### src/rtl/muldiv_pkg.sv
// Shared definitions for the iterative multiply/divide unit.
// Covers op encodings, FSM states and the EX stall levels.
package muldiv_pkg;

    localparam logic [1:0] OP_MULT  = 2'b00;
    localparam logic [1:0] OP_MULTU = 2'b01;
    localparam logic [1:0] OP_DIV   = 2'b10;
    localparam logic [1:0] OP_DIVU  = 2'b11;

    typedef enum logic [1:0] {
        S_IDLE = 2'd0,
        S_CALC = 2'd1,
        S_DONE = 2'd2
    } state_e;

    localparam logic STALL_STOP    = 1'b1;
    localparam logic STALL_NO_STOP = 1'b0;

    function automatic logic is_div_op(input logic [1:0] op);
        return (op == OP_DIV) || (op == OP_DIVU);
    endfunction

    function automatic logic is_signed_op(input logic [1:0] op);
        return (op == OP_MULT) || (op == OP_DIV);
    endfunction

endpackage

### src/rtl/muldiv_step.sv
// One iteration of the shared datapath: add-or-pass then shift right for
// multiply, shift-left trial-subtract (restoring) for divide.
module muldiv_step
    import muldiv_pkg::*;
#(
    parameter int WIDTH = 32
) (
    input  logic             is_div,
    input  logic [WIDTH:0]   hi_i,
    input  logic [WIDTH-1:0] lo_i,
    input  logic [WIDTH-1:0] opnd_i,
    output logic [WIDTH:0]   hi_o,
    output logic [WIDTH-1:0] lo_o
);

    logic [WIDTH:0] add_sum;
    logic [WIDTH:0] mul_sel;
    logic [WIDTH:0] shifted;
    logic [WIDTH:0] diff;

    always_comb begin
        add_sum = hi_i + {1'b0, opnd_i};
        mul_sel = lo_i[0] ? add_sum : hi_i;
        shifted = {hi_i[WIDTH-1:0], lo_i[WIDTH-1]};
        // Bit WIDTH of the difference is the borrow: set means divisor > partial remainder.
        diff    = shifted - {1'b0, opnd_i};
        hi_o    = '0;
        lo_o    = '0;
        if (is_div) begin
            if (!diff[WIDTH]) begin
                hi_o = diff;
                lo_o = {lo_i[WIDTH-2:0], 1'b1};
            end else begin
                hi_o = shifted;
                lo_o = {lo_i[WIDTH-2:0], 1'b0};
            end
        end else begin
            hi_o = {1'b0, mul_sel[WIDTH:1]};
            lo_o = {mul_sel[0], lo_i[WIDTH-1:1]};
        end
    end

endmodule

### src/rtl/muldiv_iter.sv
// Iterative signed/unsigned multiply/divide unit for the EX stage.
// One datapath iteration per cycle; result = product or {remainder, quotient}.
module muldiv_iter
    import muldiv_pkg::*;
#(
    parameter int WIDTH = 32
) (
    input  logic               clk,
    input  logic               resetn,
    input  logic               start_i,
    input  logic [1:0]         op_i,
    input  logic [WIDTH-1:0]   opdata1_i,
    input  logic [WIDTH-1:0]   opdata2_i,
    input  logic               annul_i,
    output logic               busy_o,
    output logic               ready_o,
    output logic [2*WIDTH-1:0] result_o
);

    localparam int CNT_W = $clog2(WIDTH + 1);

    state_e             state, state_nxt;
    logic [CNT_W-1:0]   cnt;
    logic               op_div_q;
    logic               sign1_q, sign2_q;
    logic [WIDTH:0]     hi_q;
    logic [WIDTH-1:0]   lo_q;
    logic [WIDTH-1:0]   opnd_q;
    logic [2*WIDTH-1:0] result_q;

    logic [WIDTH:0]     hi_nxt;
    logic [WIDTH-1:0]   lo_nxt;
    logic               op_signed, op_div, div_zero, start_ok, last_iter;
    logic [WIDTH-1:0]   abs1, abs2;
    logic [WIDTH-1:0]   quo, rem;
    logic [2*WIDTH-1:0] prod, fixed;

    muldiv_step #(.WIDTH(WIDTH)) u_step (
        .is_div (op_div_q),
        .hi_i   (hi_q),
        .lo_i   (lo_q),
        .opnd_i (opnd_q),
        .hi_o   (hi_nxt),
        .lo_o   (lo_nxt)
    );

    always_comb begin
        op_signed = is_signed_op(op_i);
        op_div    = is_div_op(op_i);
        abs1      = (op_signed && opdata1_i[WIDTH-1]) ? -opdata1_i : opdata1_i;
        abs2      = (op_signed && opdata2_i[WIDTH-1]) ? -opdata2_i : opdata2_i;
        div_zero  = op_div && (opdata2_i == '0);
        start_ok  = (state == S_IDLE) && start_i && !annul_i;
        last_iter = (cnt == CNT_W'(WIDTH - 1));

        // Fix-up is taken from the final iteration's output so it lands on the CALC->DONE edge.
        quo   = (sign1_q ^ sign2_q) ? -lo_nxt : lo_nxt;
        rem   = sign1_q ? -hi_nxt[WIDTH-1:0] : hi_nxt[WIDTH-1:0];
        prod  = {hi_nxt[WIDTH-1:0], lo_nxt};
        fixed = op_div_q ? {rem, quo} : ((sign1_q ^ sign2_q) ? -prod : prod);
    end

    always_comb begin
        state_nxt = state;
        case (state)
            S_IDLE: if (start_ok) state_nxt = div_zero ? S_DONE : S_CALC;
            S_CALC: begin
                if (annul_i)        state_nxt = S_IDLE;
                else if (last_iter) state_nxt = S_DONE;
            end
            S_DONE:  state_nxt = S_IDLE;
            default: state_nxt = S_IDLE;
        endcase
    end

    always_ff @(posedge clk or negedge resetn) begin
        if (!resetn) state <= S_IDLE;
        else         state <= state_nxt;
    end

    always_ff @(posedge clk or negedge resetn) begin
        if (!resetn) begin
            cnt      <= '0;
            op_div_q <= 1'b0;
            sign1_q  <= 1'b0;
            sign2_q  <= 1'b0;
            hi_q     <= '0;
            lo_q     <= '0;
            opnd_q   <= '0;
            result_q <= '0;
        end else if (start_ok) begin
            cnt      <= '0;
            op_div_q <= op_div;
            sign1_q  <= op_signed & opdata1_i[WIDTH-1];
            sign2_q  <= op_signed & opdata2_i[WIDTH-1];
            hi_q     <= '0;
            // Multiply walks the multiplier through lo; divide shifts the dividend out of lo.
            lo_q     <= op_div ? abs1 : abs2;
            opnd_q   <= op_div ? abs2 : abs1;
            if (div_zero) result_q <= {opdata1_i, {WIDTH{1'b1}}};
        end else if (state == S_CALC && !annul_i) begin
            hi_q <= hi_nxt;
            lo_q <= lo_nxt;
            cnt  <= cnt + CNT_W'(1);
            if (last_iter) result_q <= fixed;
        end
    end

    assign busy_o   = (state == S_CALC);
    // A flush arriving in the completion cycle suppresses the pulse so EX never consumes it.
    assign ready_o  = (state == S_DONE) && !annul_i;
    assign result_o = result_q;

endmodule
### config.mk
export PLATFORM = sky130hd
export DESIGN_NAME = muldiv_iter
export DESIGN_NICKNAME = d
export VERILOG_FILES = /design/src/rtl/muldiv_pkg.sv /design/src/rtl/muldiv_step.sv /design/src/rtl/muldiv_iter.sv
export SDC_FILE = /design/constraint.sdc
export NUM_CORES = 1
export LEC_CHECK = 0
export BUFFER_PORTS_ARGS = -buffer_cell sky130_fd_sc_hd__buf_4
export CAP_MARGIN = 15
export CORE_MARGIN = 2
export CORE_UTILIZATION = 56
export DETAILED_ROUTE_END_ITERATION = 6
export GPL_TIMING_DRIVEN = 0
export PLACE_DENSITY = 0.78
export SKIP_CTS_REPAIR_TIMING = 1
export SLEW_MARGIN = 25
export SYNTH_ARGS = -nofsm -noshare
export SYNTH_HDL_FRONTEND = slang
export SYNTH_SLANG_ARGS = --single-unit
### constraint.sdc
create_clock -name clk -period 5.15 [get_ports clk]
set_input_delay 1.03 -clock clk [delete_from_list [all_inputs] [get_ports clk]]
set_output_delay 1.03 -clock clk [all_outputs]
set_load 0.01 [all_outputs]
==> impl_metrics.json, run 1 <==
{
  "crit_path_max_incr_delay_ns": 0.50,
  "first_global_vias": 17430,
  "dr_wl_met2_um": 30950,
  "clkLatencyLatePin_ns": 0.46,
  "placeableCoreArea_um2": 27930,
  "synth_edf_count": 0,
  "static-leakage-power_nw": 8.361,
  "die-area_um2": 29930,
  "drt_first_iter_violations": 2869,
  "postSynthNetCount": 2269,
  "startpoint_kind_of_the_worst_setup_timing_path": "flop",
  "remaining_drc_errors": 10,
  "synth_largest_area_cell": "sky130_fd_sc_hd__dfrtp_1",
  "power-per-cell-area_nw_per_um2": 649.7,
  "yosys.area.top_type_share_pct": 26.91,
  "synth-adder-area-share_pct": 5.725,
  "worst-endpoint-arrival_ns": 6.43,
  "antenna_found_initial": 5,
  "drt_first_pass_iters": 7,
  "globalRouteTotalUtil_pct": 45.33,
  "finClkSkew_ns": 0.01962,
  "post-place-ws_ns": -1.549,
  "number_of_nets_at_the_end_of_the_flow": 2480,
  "cts_htree_levels": 4,
  "synth_compound_gate_area_share_pct": 29.20,
  "floorplan.initialDensity_pct": 57.27,
  "cts_inserted_buffers": 17,
  "yosys.cell_types.count": 100,
  "port_buffers": 135,
  "fillCellCount": 2344,
  "critical_path_peak_fanout": 5,
  "hold_viol_final": 0,
  "criticalPathCategory": "flop to flop",
  "timing.critical_path.buf_inv": 5,
  "synth.cells.most_frequent": "256 x sky130_fd_sc_hd__nand2_1, 221 x sky130_fd_sc_hd__o21ai_0, 217 x sky130_fd_sc_hd__a21oi_1",
  "whs_endpoint": "result_o[50]",
  "met1_length_um": 25530,
  "finalWorstSetupSlack_ns": -0.9367,
  "gr-total-overflow": 0,
  "yosysSeqAreaShare_pct": 26.91,
  "avgViaCountPerCell": 6.931,
  "yosys_most_used_dff": "sky130_fd_sc_hd__dfrtp_1",
  "timing.max_cap.violations": 0,
  "hold_path_startpoint": "result_o[50]",
  "boundaryPins": 136,
  "reg2regPathDepth": 29,
  "synthTopCellsByArea": "sky130_fd_sc_hd__dfrtp_1 27%, sky130_fd_sc_hd__o21ai_0 6.9%, sky130_fd_sc_hd__a21oi_1 6.8%",
  "register_area_um2": 4305,
  "worst_setup_path_end_kind": "flop",
  "clk_root_buffer_cell": "sky130_fd_sc_hd__clkbuf_16",
  "synth.area.mux_share_pct": 3.379,
  "hold_worst_slack_ns": 0.4846,
  "postRouteWirelength_um": 72280,
  "row_count": 61,
  "irDropWorstVdd_v": 0.0003594,
  "synthesis.yosys.warnings": 0,
  "timing.critical_path.slowest_stage_cell": "sky130_fd_sc_hd__or4b_4",
  "slew_headroom_pct": 18.00,
  "synth_top_family_by_area": "compound AO/OA/AOI/OAI gates",
  "fmaxAchievable_mhz": 164.3,
  "synthesis.area_per_instance_um2": 7.521,
  "max-clock-path-buffers": 2,
  "dp_hpwl_um": 55140,
  "synth.cell_area_um2": 16000,
  "violations_in_the_final_reports": "design-rule violations, negative setup slack",
  "multiInputGateArea_um2": 11640,
  "worstReg2RegStart": "lo_q[31]",
  "ys_seq_elements": 172,
  "worstSetupPathDepth": 29,
  "routed_wire_length_per_instance_um": 26.48,
  "globalplace.congestion": 1.086,
  "transition_at_the_pin_with_the_smallest_max_transition_slack_ns": 1.221,
  "synthToLayoutAreaGrowth_pct": 21.96,
  "grt_max_degree": 92,
  "grt_setup_unrepaired": "true",
  "tritoncts_clock_tree": "yes",
  "worst_path_dominant_cell_family": "simple AND/OR/NAND/NOR gates",
  "count_of_mapped_cells_out_of_synthesis": 2127,
  "status": "finished with violations",
  "detailroute.wirelength.met3_um": 9126,
  "die_x_um": 173.0,
  "ys_async_sr_fraction_pct": 100.0,
  "timing.critical_path.required_ns": 5.50,
  "postRouteAntennaNets": 0,
  "die_h_um": 173.0,
  "synth_most_common_cell": "sky130_fd_sc_hd__nand2_1",
  "final-setup-viol-count": 32,
  "slew_viol_final": 0,
  "routed-via-count": 18920,
  "routed.top_layer": "met5",
  "drive_gt1_share_pct": 18.42,
  "post-route-min-period_ns": 6.087,
  "cts.reportedPaths.clkPinSlew_ns": 0.08,
  "reg2reg_to": "result_o[60]",
  "grt_first_pass_wirelength_um": 104000,
  "r2r_setup_slack_ns": -0.94,
  "cell_mode_on_critical_path": "sky130_fd_sc_hd__ha_4",
  "finalCritPeriodShare_pct": 118.2,
  "synth-simple-area-share_pct": 21.84,
  "clock_sink_count": 172,
  "synth_xor_area_share_pct": 7.775,
  "min-delay-path-class": "flop to flop",
  "hold-path-cell-count": 1
}
==> layout by cell type, fill, tap and decap left out, types with 13 or more instances in the layout <==
| master | Yosys | final |
|---|---|---|
| sky130_fd_sc_hd__o21ai_1 | 18 | 34 |
| sky130_fd_sc_hd__or3_1 | 31 | 30 |
| sky130_fd_sc_hd__nor2b_1 | 19 | 19 |
| sky130_fd_sc_hd__and3_1 | 16 | 14 |
| sky130_fd_sc_hd__o211ai_1 | 59 | 59 |
| sky130_fd_sc_hd__ha_1 | 70 | 65 |
| sky130_fd_sc_hd__buf_4 | 3 | 186 |
| sky130_fd_sc_hd__clkbuf_1 | 91 | 83 |
| sky130_fd_sc_hd__nand2_1 | 256 | 248 |
| sky130_fd_sc_hd__dfrtp_1 | 172 | 171 |
| sky130_fd_sc_hd__a21o_1 | 24 | 24 |
| sky130_fd_sc_hd__nor2_1 | 203 | 192 |
| sky130_fd_sc_hd__buf_2 | 22 | 21 |
| sky130_fd_sc_hd__inv_1 | 72 | 66 |
| sky130_fd_sc_hd__xor2_1 | 72 | 68 |
| sky130_fd_sc_hd__nand3_1 | 28 | 24 |
| sky130_fd_sc_hd__clkbuf_16 | 0 | 18 |
| sky130_fd_sc_hd__a21oi_1 | 217 | 205 |
| sky130_fd_sc_hd__and2_1 | 14 | 13 |
| sky130_fd_sc_hd__a21oi_2 | 11 | 20 |
| sky130_fd_sc_hd__buf_6 | 4 | 14 |
| sky130_fd_sc_hd__nand4_1 | 36 | 36 |
| sky130_fd_sc_hd__xnor2_1 | 70 | 62 |
| sky130_fd_sc_hd__o21ai_0 | 221 | 197 |
| sky130_fd_sc_hd__a31oi_1 | 27 | 23 |
| sky130_fd_sc_hd__mux2i_1 | 47 | 47 |
| sky130_fd_sc_hd__nor3_1 | 62 | 54 |
==> registers in the layout, summed over array words and instances (netlist names) <==
signal / flops
cnt: 6
hi_q: 33
lo_q: 32
op_div_q: 1
opnd_q: 32
result_o: 64
sign1_q: 1
sign2_q: 1
state: 2
==> stage by stage <==
step,power [W],instances,TNS (ns),cell area [um2],utilization [%]
4_1_cts,0.01073,2675,-44.77,18260,65.35
3_5_place_dp,0.009290,2643,-42.83,17630,63.13
5_1_grt,0.01313,2729,-21.03,19510,69.83
6_report,0.01268,2730,-17.19,19510,69.84
2_1_floorplan,0.006913,2127,-0.03789,16080,-
3_3_place_gp,0.009179,2640,-42.28,17570,62.88
==> how the worst max path moves through the flow <==
stage,slack (ns),from,to
floorplan,-0.04,lo_q[31],result_o[60]
global placement,-1.57,opnd_q[0],result_o[54]
detailed placement,-1.55,opnd_q[0],result_o[54]
CTS,-1.62,opnd_q[0],result_o[54]
global route,-0.99,lo_q[31],result_o[60]
finish,-0.94,lo_q[31],result_o[60]
==> logic make-up (layout without fill, tap and decap cells) <==
| family | after synthesis | count (layout) |
|---|---|---|
| AO/OA/AOI/OAI | 744 | 744 |
| XOR/XNOR | 142 | 142 |
| adder cells (fa/ha/maj) | 72 | 72 |
| buffers and inverters | 202 | 426 |
| flip-flops | 172 | 172 |
| multiplexers | 53 | 53 |
| other | 0 | 1 |
| AND/OR/NAND/NOR | 742 | 742 |
==> where the power goes <==
group | internal [W] | switching, W
Clock | 0.000745 | 0.000679
Sequential | 0.00160 | 0.000422
Combinational | 0.00330 | 0.00592
==> metal layers <==
layer | up-vias | global-route usage, %
met3 | 471 | 12.01
li1 | 8155 | -
met1 | 8826 | 54.78
met4 | 2 | 31.60
met5 | - | 0
met2 | 1468 | 70.48
==> final cells by class <==
class | count | area share (%)
diodes | 1 | 0.01283
clock buffers | 17 | 2.181
plain buffers | 121 | 2.899
repair buffers | 199 | 8.241
clock inverters | 15 | 1.007
well taps | 378 | 2.424
multi-input cells | 1753 | 59.69
inverters | 74 | 1.475
flip-flops and latches | 172 | 22.07
Note: power is estimated with default switching activity, not from simulation.
==> run 2: changes to the inputs <==
Settings changed: CORE_UTILIZATION 56 to 55, PLACE_DENSITY 0.78 to 0.77.
==> run 2 against run 1 <==
The run still ends with design-rule violations, negative setup slack left. Cell count grew 0.26%. Clock skew shrank 0.0066 ns. Worst setup slack lost 0.018 ns. Die area grew 1.8%. First-iteration DRC count shrank 15%. Critical endpoint unchanged. Highest routed layer unchanged.
==> impl_metrics.json, run 2 (synthesis gave the netlist of run 1 again) <==
{
  "die_x_um": 174.5,
  "avgViaCountPerCell": 6.813,
  "layout_common_cells": "243 x sky130_fd_sc_hd__nand2_1, 202 x sky130_fd_sc_hd__a21oi_1, 195 x sky130_fd_sc_hd__o21ai_0",
  "static-leakage-power_nw": 8.373,
  "port_buffers": 135,
  "cts.reportedPaths.clkPinSlew_ns": 0.08,
  "drt_first_pass_iters": 7,
  "criticalPathCategory": "flop to flop",
  "post_route_insts_no_fill": 2737,
  "cts_inserted_buffers": 17,
  "routed-via-count": 18650,
  "synthToLayoutAreaGrowth_pct": 22.93,
  "reg2reg_to": "result_o[60]",
  "clock_sink_count": 172,
  "first_global_vias": 17070,
  "number_of_nets_at_the_end_of_the_flow": 2480,
  "power-per-cell-area_nw_per_um2": 646.2,
  "worst_path_dominant_cell_family": "compound AO/OA/AOI/OAI gates",
  "drt_first_iter_violations": 2445,
  "slew_headroom_pct": 34.34,
  "gr-total-overflow": 0,
  "placeableCoreArea_um2": 28700,
  "post-place-ws_ns": -1.679,
  "crit_path_max_incr_delay_ns": 0.51,
  "timing.max_cap.violations": 0,
  "fmaxAchievable_mhz": 163.8,
  "remaining_drc_errors": 1,
  "grt_max_degree": 65,
  "boundaryPins": 136,
  "die-area_um2": 30460,
  "postRouteWirelength_um": 69430,
  "worstReg2RegStart": "lo_q[31]",
  "violations_in_the_final_reports": "design-rule violations, negative setup slack",
  "floorplan.initialDensity_pct": 55.73,
  "timing.critical_path.required_ns": 5.49,
  "largest_register_ff_count": 64,
  "worst-endpoint-arrival_ns": 6.44,
  "fillCellCount": 2486,
  "startpoint_kind_of_the_worst_setup_timing_path": "flop",
  "clkLatencyLatePin_ns": 0.46,
  "globalRouteTotalUtil_pct": 43.76,
  "status": "finished with violations",
  "antenna_found_initial": 4,
  "routed_wire_length_per_instance_um": 25.37,
  "mostFrequentLayoutCell": "sky130_fd_sc_hd__nand2_1",
  "row_count": 62,
  "finalCritPeriodShare_pct": 118.5,
  "post-route-min-period_ns": 6.104,
  "timing.critical_path.slowest_stage_cell": "sky130_fd_sc_hd__or4b_4",
  "irDropWorstVdd_v": 0.0003003,
  "max-clock-path-buffers": 2,
  "r2r_setup_slack_ns": -0.95,
  "final-setup-viol-count": 34,
  "cell_mode_on_critical_path": "sky130_fd_sc_hd__ha_4",
  "postRouteAntennaNets": 0,
  "totalPowerFinal_w": 0.01271,
  "hold_viol_final": 0,
  "finalWorstSetupSlack_ns": -0.9544,
  "grt_setup_unrepaired": "true",
  "dp_hpwl_um": 54120,
  "worst_setup_path_end_kind": "flop",
  "globalplace.congestion": 1.080,
  "finClkSkew_ns": 0.01298,
  "finish.utilization_pct": 68.51,
  "die_h_um": 174.5,
  "slew_viol_final": 0,
  "clk_root_buffer_cell": "sky130_fd_sc_hd__clkbuf_16",
  "timing.critical_path.buf_inv": 5,
  "reg2regPathDepth": 28,
  "transition_at_the_pin_with_the_smallest_max_transition_slack_ns": 0.9712,
  "drive_gt1_share_pct": 19.69,
  "tritoncts_clock_tree": "yes",
  "cts_htree_levels": 4,
  "critical_path_peak_fanout": 5,
  "min-delay-path-class": "input port to async pin",
  "post-place-cells": 2649,
  "grt_first_pass_wirelength_um": 101400
}
-- run 2: power by group --
group          internal, W  switching (W)  leakage (nW)
combinational      0.00338        0.00588          5.79
clock             0.000751       0.000668         0.309
sequential         0.00161       0.000421          2.27
-- run 2: through the flow --
step	hold WS [ns]	instance area, um2	setup TNS [ns]
global placement	0.4550	17570	-46.52
finish	0.4575	19670	-16.15
CTS	0.4773	18310	-50.51
detailed placement	0.4638	17660	-46.59
global route	0.4931	19660	-19.03
floorplan	0.4753	16080	-0.03789
-- run 2: per-layer routing --
layer	vias up	routed length [um]	track usage (%)
met4	4	5671	29.24
met3	337	7550	9.011
met1	8819	25500	55.06
met2	1333	30680	68.02
li1	8155	-	-
met5	-	26	0
-- run 2: worst max path at each step --
stage | startpoint | to | slack [ns] | cells after the start
6_report | lo_q[31] | result_o[60] | -0.95 | 28
5_1_grt | lo_q[31] | result_o[60] | -1.06 | 28
4_1_cts | lo_q[31] | result_o[54] | -1.79 | 29
3_5_place_dp | lo_q[31] | result_o[54] | -1.68 | 29
3_3_place_gp | lo_q[31] | result_o[54] | -1.66 | 29
2_1_floorplan | lo_q[31] | result_o[60] | -0.04 | 29
-- run 2: area by class of cell --
class / count / area (um2) / area share [%]
Antenna cell: 2 / 5.005 / 0.02545
Buffer: 122 / 589.3 / 2.997
Clock buffer: 17 / 425.4 / 2.163
Clock inverter: 15 / 217.7 / 1.107
Inverter: 74 / 287.8 / 1.463
Multi-Input combinational cell: 1753 / 11760 / 59.79
Sequential cell: 172 / 4310 / 21.92
Tap cell: 384 / 480.5 / 2.443
Timing Repair Buffer: 198 / 1592 / 8.093
